File: config.mk
export PLATFORM = sky130hd
export DESIGN_NAME = reset_sequencer
export DESIGN_NICKNAME = d
export VERILOG_FILES = /design/src/rtl/reset_sequencer.sv
export SDC_FILE = /design/constraint.sdc
export NUM_CORES = 1
export LEC_CHECK = 0
export BUFFER_PORTS_ARGS = -buffer_cell sky130_fd_sc_hd__buf_4
export CORE_ASPECT_RATIO = 0.7
export CORE_MARGIN = 2
export CORE_UTILIZATION = 30
export DETAILED_ROUTE_END_ITERATION = 10
export MAX_ROUTING_LAYER = met4
export SLEW_MARGIN = 20
export SYNTH_ARGS = -nofsm -noshare
export SYNTH_HDL_FRONTEND = slang
export SYNTH_SLANG_ARGS = --single-unit
File: constraint.sdc
create_clock -name clk -period 2.5 [get_ports clk]
set_input_delay 0.5 -clock clk [delete_from_list [all_inputs] [get_ports clk]]
set_output_delay 0.5 -clock clk [all_outputs]
set_load 0.1 [all_outputs]
File: src/rtl/reset_sequencer.sv
`default_nettype none
// ============================================================================
// Module      : reset_sequencer
// Description : Holds the downstream subsystem resets after the board reset
//               and releases them one at a time, in index order. Each release
//               follows a fixed gap. The next gap starts only after the stage
//               just released acknowledges. A one-cycle soft_req restarts the
//               whole sequence.
//               Optional macro RESET_SEQ_TIMEOUT_EN adds a per-stage
//               acknowledgment timeout. On a timeout the design parks in a
//               fault state that reports the failing stage index.
// Revision    : 1.0 - initial release
// ============================================================================
module reset_sequencer #(
    parameter int STAGES         = 4,
    parameter int GAP_CYCLES     = 1000,
    parameter int TIMEOUT_CYCLES = 100000,
    localparam int c_idx_w       = (STAGES > 1) ? $clog2(STAGES) : 1
) (
    input  logic               clk,
    input  logic               reset,
    input  logic               soft_req,
    input  logic [STAGES-1:0]  stage_ack,
    output logic [STAGES-1:0]  stage_rst,
    output logic               all_ready,
    output logic               busy,
    output logic               timeout_err,
    output logic [c_idx_w-1:0] fail_stage
);

    // The counter serves both the release gap and the acknowledgment timeout.
    localparam int c_cnt_max = (GAP_CYCLES > TIMEOUT_CYCLES) ? GAP_CYCLES : TIMEOUT_CYCLES;
    localparam int c_cnt_w   = $clog2(c_cnt_max + 1);

    localparam logic [c_cnt_w-1:0] c_gap_last = c_cnt_w'(GAP_CYCLES - 1);
    localparam logic [c_idx_w-1:0] c_idx_last = c_idx_w'(STAGES - 1);
`ifdef RESET_SEQ_TIMEOUT_EN
    localparam logic [c_cnt_w-1:0] c_to_last  = c_cnt_w'(TIMEOUT_CYCLES - 1);
`endif

    typedef enum logic [1:0] {
        S_GAP      = 2'd0,
        S_WAIT_ACK = 2'd1,
        S_DONE     = 2'd2,
        S_FAULT    = 2'd3
    } state_t;

    state_t               r_state;
    logic [c_idx_w-1:0]   r_idx;
    logic [c_cnt_w-1:0]   r_cnt;
    logic [STAGES-1:0]    r_stage_rst;
    logic                 r_all_ready;
    logic                 r_busy;
    logic                 r_timeout_err;
    logic [c_idx_w-1:0]   r_fail_stage;

    state_t               w_state_nx;
    logic [c_idx_w-1:0]   w_idx_nx;
    logic [c_cnt_w-1:0]   w_cnt_nx;
    logic [STAGES-1:0]    w_stage_rst_nx;
    logic                 w_all_ready_nx;
    logic                 w_busy_nx;
    logic                 w_timeout_err_nx;
    logic [c_idx_w-1:0]   w_fail_stage_nx;

    // State, counters and all outputs register here; reset returns everything
    // to the fully-held, sequencing-from-scratch condition.
    always_ff @(posedge clk) begin
        if (reset) begin
            r_state       <= S_GAP;
            r_idx         <= '0;
            r_cnt         <= '0;
            r_stage_rst   <= '1;
            r_all_ready   <= 1'b0;
            r_busy        <= 1'b1;
            r_timeout_err <= 1'b0;
            r_fail_stage  <= '0;
        end else begin
            r_state       <= w_state_nx;
            r_idx         <= w_idx_nx;
            r_cnt         <= w_cnt_nx;
            r_stage_rst   <= w_stage_rst_nx;
            r_all_ready   <= w_all_ready_nx;
            r_busy        <= w_busy_nx;
            r_timeout_err <= w_timeout_err_nx;
            r_fail_stage  <= w_fail_stage_nx;
        end
    end

    // Next-state and next-output logic; soft_req overrides any transition.
    always_comb begin
        w_state_nx       = r_state;
        w_idx_nx         = r_idx;
        w_cnt_nx         = r_cnt;
        w_stage_rst_nx   = r_stage_rst;
        w_all_ready_nx   = r_all_ready;
        w_busy_nx        = r_busy;
        w_timeout_err_nx = r_timeout_err;
        w_fail_stage_nx  = r_fail_stage;

        if (soft_req) begin
            w_state_nx       = S_GAP;
            w_idx_nx         = '0;
            w_cnt_nx         = '0;
            w_stage_rst_nx   = '1;
            w_all_ready_nx   = 1'b0;
            w_busy_nx        = 1'b1;
            w_timeout_err_nx = 1'b0;
        end else begin
            case (r_state)
                S_GAP: begin
                    if (r_cnt == c_gap_last) begin
                        w_stage_rst_nx[r_idx] = 1'b0;
                        w_cnt_nx              = '0;
                        w_state_nx            = S_WAIT_ACK;
                    end else begin
                        w_cnt_nx = r_cnt + c_cnt_w'(1);
                    end
                end
                S_WAIT_ACK: begin
                    // Only the stage just released is looked at.
                    if (stage_ack[r_idx]) begin
                        if (r_idx == c_idx_last) begin
                            w_state_nx     = S_DONE;
                            w_all_ready_nx = 1'b1;
                            w_busy_nx      = 1'b0;
                        end else begin
                            w_idx_nx   = r_idx + c_idx_w'(1);
                            w_cnt_nx   = '0;
                            w_state_nx = S_GAP;
                        end
                    end
`ifdef RESET_SEQ_TIMEOUT_EN
                    else if (r_cnt == c_to_last) begin
                        // Put the silent stage back into reset; earlier stages stay up.
                        w_state_nx            = S_FAULT;
                        w_stage_rst_nx[r_idx] = 1'b1;
                        w_timeout_err_nx      = 1'b1;
                        w_fail_stage_nx       = r_idx;
                        w_busy_nx             = 1'b0;
                        w_all_ready_nx        = 1'b0;
                    end
`endif
                    else begin
                        w_cnt_nx = r_cnt + c_cnt_w'(1);
                    end
                end
                S_DONE:  ;
                S_FAULT: ;
                default: w_state_nx = S_GAP;
            endcase
        end
    end

    assign stage_rst   = r_stage_rst;
    assign all_ready   = r_all_ready;
    assign busy        = r_busy;
    assign timeout_err = r_timeout_err;
    assign fail_stage  = r_fail_stage;

endmodule
`default_nettype wire

# After elaboration in Yosys (flattened, before gate mapping)
# Cells that the tools add are included.
[totals] ff_bits=27 latch_bits=0 ramBits=0 mem_bits_ro=0 in_bits=7 wordCells=40 memories=0
[op_classes] add_sub_neg=2 n_mul=0 n_div=0 magnitude_cmp=2 eq_ne=6 shifts=0 n_mux=12 bitwise=3 reduce_logical=9
[ops] op="$mux 17" n=3
[ops] op="$pmux 17 s2" n=1
[ops] op="$add 17x1->17 const B" n=1
[ops] op="$eq 17x10->1 const B" n=1
[ops] op="$reduce_and 3->1" n=3
[ops] op="$mux 2" n=3
[ops] op="$and 4x4->4" n=1
[ops] op="$ne 2x2->1 const B" n=2
[ops] op="$not 4->4" n=1
[ops] op="$pmux 2 s2" n=1
[ops] op="$reduce_and 2->1" n=2
[ops] op="$lt 2x3->1 const B" n=1
[ops] op="$ne 3x3->1 const B" n=1
[ops] op="$add 2x1->2 const B" n=1
[ops] op="$bmux 1 s2" n=1
[ops] op="$demux 1 s2" n=1
[ops] op="$eq 2x1->1 const B" n=1
[ops] op="$eq 2x2->1 const B" n=1
[ops] op="$ge 2x1->1 const B" n=1
[ops] op="$logic_not 2->1" n=1
[ops] op="$mux 1" n=2
[ops] op="$reduce_bool 2->1" n=1
[ops] op="$reduce_or 2->1" n=1
[ops] op="$logic_and 1x1->1" n=1
[ops] op="$not 1->1" n=1

# Longest topological paths before layout
[depth] depth_word=6 mapped_depth=7 depth_no_buf=6

# Worst setup path after synthesis
# OpenSTA, ideal clock, no wires.
[synth_timing] kind="input-to-reg" start="input port stage_ack[3]" end="register r_cnt[5]" arrival_time_ns=1.919 required_ns=2.429 path_slack_ns=0.511 path_stages=4 path_buffers=0 cell_sequence="mux4_2 a21o_4 or4_1 a21oi_1"
[synth_between] elab_chain_cells=4 word_cells_on_any_way=6 classes_between="1 x eq/ne; 4 x mux; 1 x reduce/logical"
[synth_lines] element="start: declaration" line_no="23" text="input logic [STAGES-1:0] stage_ack,"
[synth_lines] element="$bmux 1 s2 (*)" line_no="122" text="if (stage_ack[r_idx]) begin"
[synth_lines] element="$mux 1 (not written as such) (*)" line_no="122"
[synth_lines] element="$mux 17 or $ne 3x3->1 (tied branches)"
[synth_lines] element="$pmux 17 s2 or $reduce_and 2->1 (tied branches)"
[synth_lines] element="end signal: assignment" line_no="81" text="r_cnt <= w_cnt_nx;"
[synth_lines] element="end: declaration" line_no="50" text="logic [c_cnt_w-1:0] r_cnt;"
# Every way passes the cells marked *; elsewhere a longest branch is shown, timed or not. The select of a mux whose other input is x is not followed.
# A chain may end at the register's enable or synchronous reset.

# Final worst setup path
[layout_timing] start="register r_cnt[0]" end="register r_cnt[4]"
[layout_between] elab_chain_cells=3 word_cells_on_any_way=5 classes_between="1 x add/sub; 1 x eq/ne; 3 x mux"
[layout_lines] element="$add 17x1->17 or $eq 17x10->1 (tied branches)" line_no="117, 145, 112"
[layout_lines] element="$mux 17, on equally long branches" line_no="122, 112"
[layout_lines] element="$pmux 17 s2 (*)" line_no="110" text="case (r_state)"
# Every way passes the cells marked *; elsewhere a longest branch is shown, timed or not.

==> impl_metrics.tcl <==
set metrics [dict create \
    postRouteWirelength_microns 2750 \
    dp.cells 219 \
    start_util_pct 31.2 \
    clk_latency_ns 0.27 \
    routed.top_layer "met4" \
    required_ns 2.67 \
    cp_max_fo 9 \
    grt_max_degree 16 \
    worstReg2RegEnd "r_cnt[4]$_SDFFE_PP0P_" \
    leakage_nw 0.552 \
    route.met3.wl_microns 156 \
    worst-path-buf-inv 0 \
    dp_hpwl_microns 2060 \
    r2r_start "r_cnt[0]$_SDFFE_PP0P_" \
    io_pins 16 \
    synth-seq-cells 27 \
    cp_cell_sequence "ha_1 -> nor4bb_1 -> nand4_1 -> o211ai_1 -> nor4_1 -> a211o_1" \
    grt_pass1_wl_microns 4710 \
    final_common_cell "dfxtp_1" \
    cts_hold_buf 0 \
    synth_cell_types 37 \
    synthArstFlopShare_pct 0 \
    synth-edff-count 0 \
    drc 0 \
    via_per_inst 4.91 \
    ys_seq_area_share_pct 40.0 \
    status "finished, final reports clean" \
    hold_depth 2 \
    pwr_density_cell_mw_per_mm2 473 \
    crit_path_end_kind "flip-flop" \
    synth_ff_type "dfxtp_1" \
    crit_slowest_cell "o211ai_1" \
    vdd_drop_max_mv 0.252 \
    overflow 0 \
    regArea_sq_um 541 \
    crit_family "compound AO/OA/AOI/OAI gates" \
    finalNonFillerCells 223 \
    synth_area_sq_mm 0.00135 \
    skew_ns 0.00310 \
    max_slew_margin_pct 51.3 \
    cp_slowest_stage_delay_ns 0.65 \
    die_w_microns 84.2 \
    vias 1094 \
    nets 181 \
    power_uw 728 \
    drv_cap 0 \
    firstDrtPassIters 4 \
    fin_crit_ns 2.21 \
    wl_met2_microns 975 \
    fin_setup_tns_ns 0 \
    routedWlPerCell_microns 12.3 \
    worstSetupPathType "reg2reg" \
    fillCellCount 454 \
    met1Wirelength_microns 1580 \
    cts_buffers 3 \
    clk_pin_slew_ns 0.09 \
    cts_setup_buffers 0 \
    rr_worst_depth 6 \
    r2r_slack_ns 0.29 \
    area_growth_pct 14.1 \
    h-tree-depth 1 \
    grt_pass1_vias 962 \
    cp-start-kind "flip-flop" \
    place_congestion 0.768 \
    grtUsageTotal_pct 12.3 \
    clock_path_buffers 2 \
    max_slew.worst_pin.slew_ns 0.728 \
    cts_resized 0 \
    ant_nets 0 \
    tritoncts "yes" \
    dieArea_sq_mm 0.00506 \
    port_buffers 12 \
    max_freq_mhz 453 \
    cts_root_buffer "clkbuf_8" \
    multi_input_comb_area_sq_um 768 \
    final_cell_mix "27 x dfxtp_1, 19 x nor2_1, 18 x nand2_1, 13 x buf_4, 9 x a21o_1" \
    hp-class "reg2reg" \
    arrival_ns 2.38 \
    core_area_sq_mm 0.00433 \
    cts_sinks 27 \
    holdWs_ns 0.450 \
    drt_first_iter_violations 80 \
    postSynthCellCount 154 \
    final_hold_viol_count 0 \
    report.final.slew_viol_count 0 \
    drive_above_1_share_pct 13.1 \
    min_to "busy$_SDFFE_PP1P_" \
    hp-start "busy$_SDFFE_PP1P_" \
    antenna_cells 0 \
    fin_crit_sh_pct 88.2 \
    die_h_microns 60.1 \
    core.rowCount 20 \
    ys.warnings.count 0 \
    grt_setup_unrepaired "no" \
    antenna_found_initial 0 \
    syn_area_per_cell_sq_um 8.77 \
    finalSetupViolations 0 \
]
==> area by class of cell <==
type                            instances  area share (%)
Multi-Input combinational cell        119            49.9
Timing Repair Buffer                   13            6.34
Clock buffer                            3            2.68
Sequential cell                        27            35.1
Inverter                                5            1.22
Clock inverter                          1           0.325
Tap cell                               55            4.47
==> layer usage <==
layer	vias to the layer above	track usage, %
met5	-	-
met4	0	2.76
met3	2	4.01
met2	29	15.8
met1	490	18.2
li1	573	-
==> worst min-delay path, cell delays in order (launching register included) <==
cell and delay (ns):
dfxtp_1 0.32, nand2_1 0.05, nand2_1 0.04
==> Yosys cell counts (all sizes together) (2+ instances only) <==
cell | number | area, sq um
inv | 5 | 18.8
a21o | 10 | 82.6
ha | 5 | 62.6
and4 | 2 | 17.5
o21a | 2 | 15.0
a2bb2oi | 2 | 17.5
o21ai | 5 | 28.8
clkbuf | 2 | 7.51
nor2 | 19 | 71.3
nand2 | 18 | 67.6
a21oi | 4 | 20.0
nor4 | 5 | 31.3
and3 | 2 | 12.5
nor3 | 6 | 30.0
buf | 3 | 22.5
and2 | 2 | 12.5
nand4 | 4 | 25.0
o22ai | 2 | 12.5
xnor2 | 7 | 61.3
dfxtp | 27 | 541
xor2 | 4 | 35.0
nand3 | 5 | 25.0
==> worst max-delay path by stage <==
stage,start,endpoint,slack [ns],depth (start not counted)
5_1_grt,r_cnt[0]$_SDFFE_PP0P_,r_cnt[2]$_SDFFE_PP0P_,0.009,6
2_1_floorplan,stage_ack[3],r_cnt[5]$_SDFFE_PP0P_,0.51,4
3_5_place_dp,stage_ack[3],r_cnt[5]$_SDFFE_PP0P_,0.29,6
4_1_cts,r_cnt[0]$_SDFFE_PP0P_,r_cnt[4]$_SDFFE_PP0P_,0.31,6
6_report,r_cnt[0]$_SDFFE_PP0P_,r_cnt[4]$_SDFFE_PP0P_,0.29,6
3_3_place_gp,r_cnt[0]$_SDFFE_PP0P_,r_cnt[2]$_SDFFE_PP0P_,0.30,6
==> stage by stage <==
| stage | setup slack, ns | util [%] | area, sq um |
|---|---|---|---|
| global placement | 0.300 | 34.5 | 1490 |
| CTS | 0.310 | 35.6 | 1540 |
| global route | 0.00863 | 35.6 | 1540 |
| floorplan | 0.511 | - | 1360 |
| finish | 0.295 | 35.6 | 1540 |
| detailed placement | 0.292 | 34.5 | 1490 |
==> power by group <==
group          switching (mW)  internal, mW
clock network           0.136         0.112
registers             0.00163         0.431
logic                  0.0347        0.0125
total                   0.172         0.555
==> logic make-up (layout without fill, tap and decap cells) <==
family,after synthesis,count (layout),synth area share [%]
and+or+nand+nor,70,70,25.7
AOI/OAI and AO/OA,29,29,17.0
DFF,27,27,40.0
xor gates and xnor gates,11,11,7.14
buffers and inverters,10,22,3.61
adders and majority gates,5,5,4.63
other,1,3,0.278
muxes,1,1,1.67
==> flip-flops by register name, summed over array words and instances (netlist names) <==
register,cells
all_ready,1
busy,1
r_cnt,17
r_idx,2
r_state,2
stage_rst,4
Power figures use the tool's default switching activity.
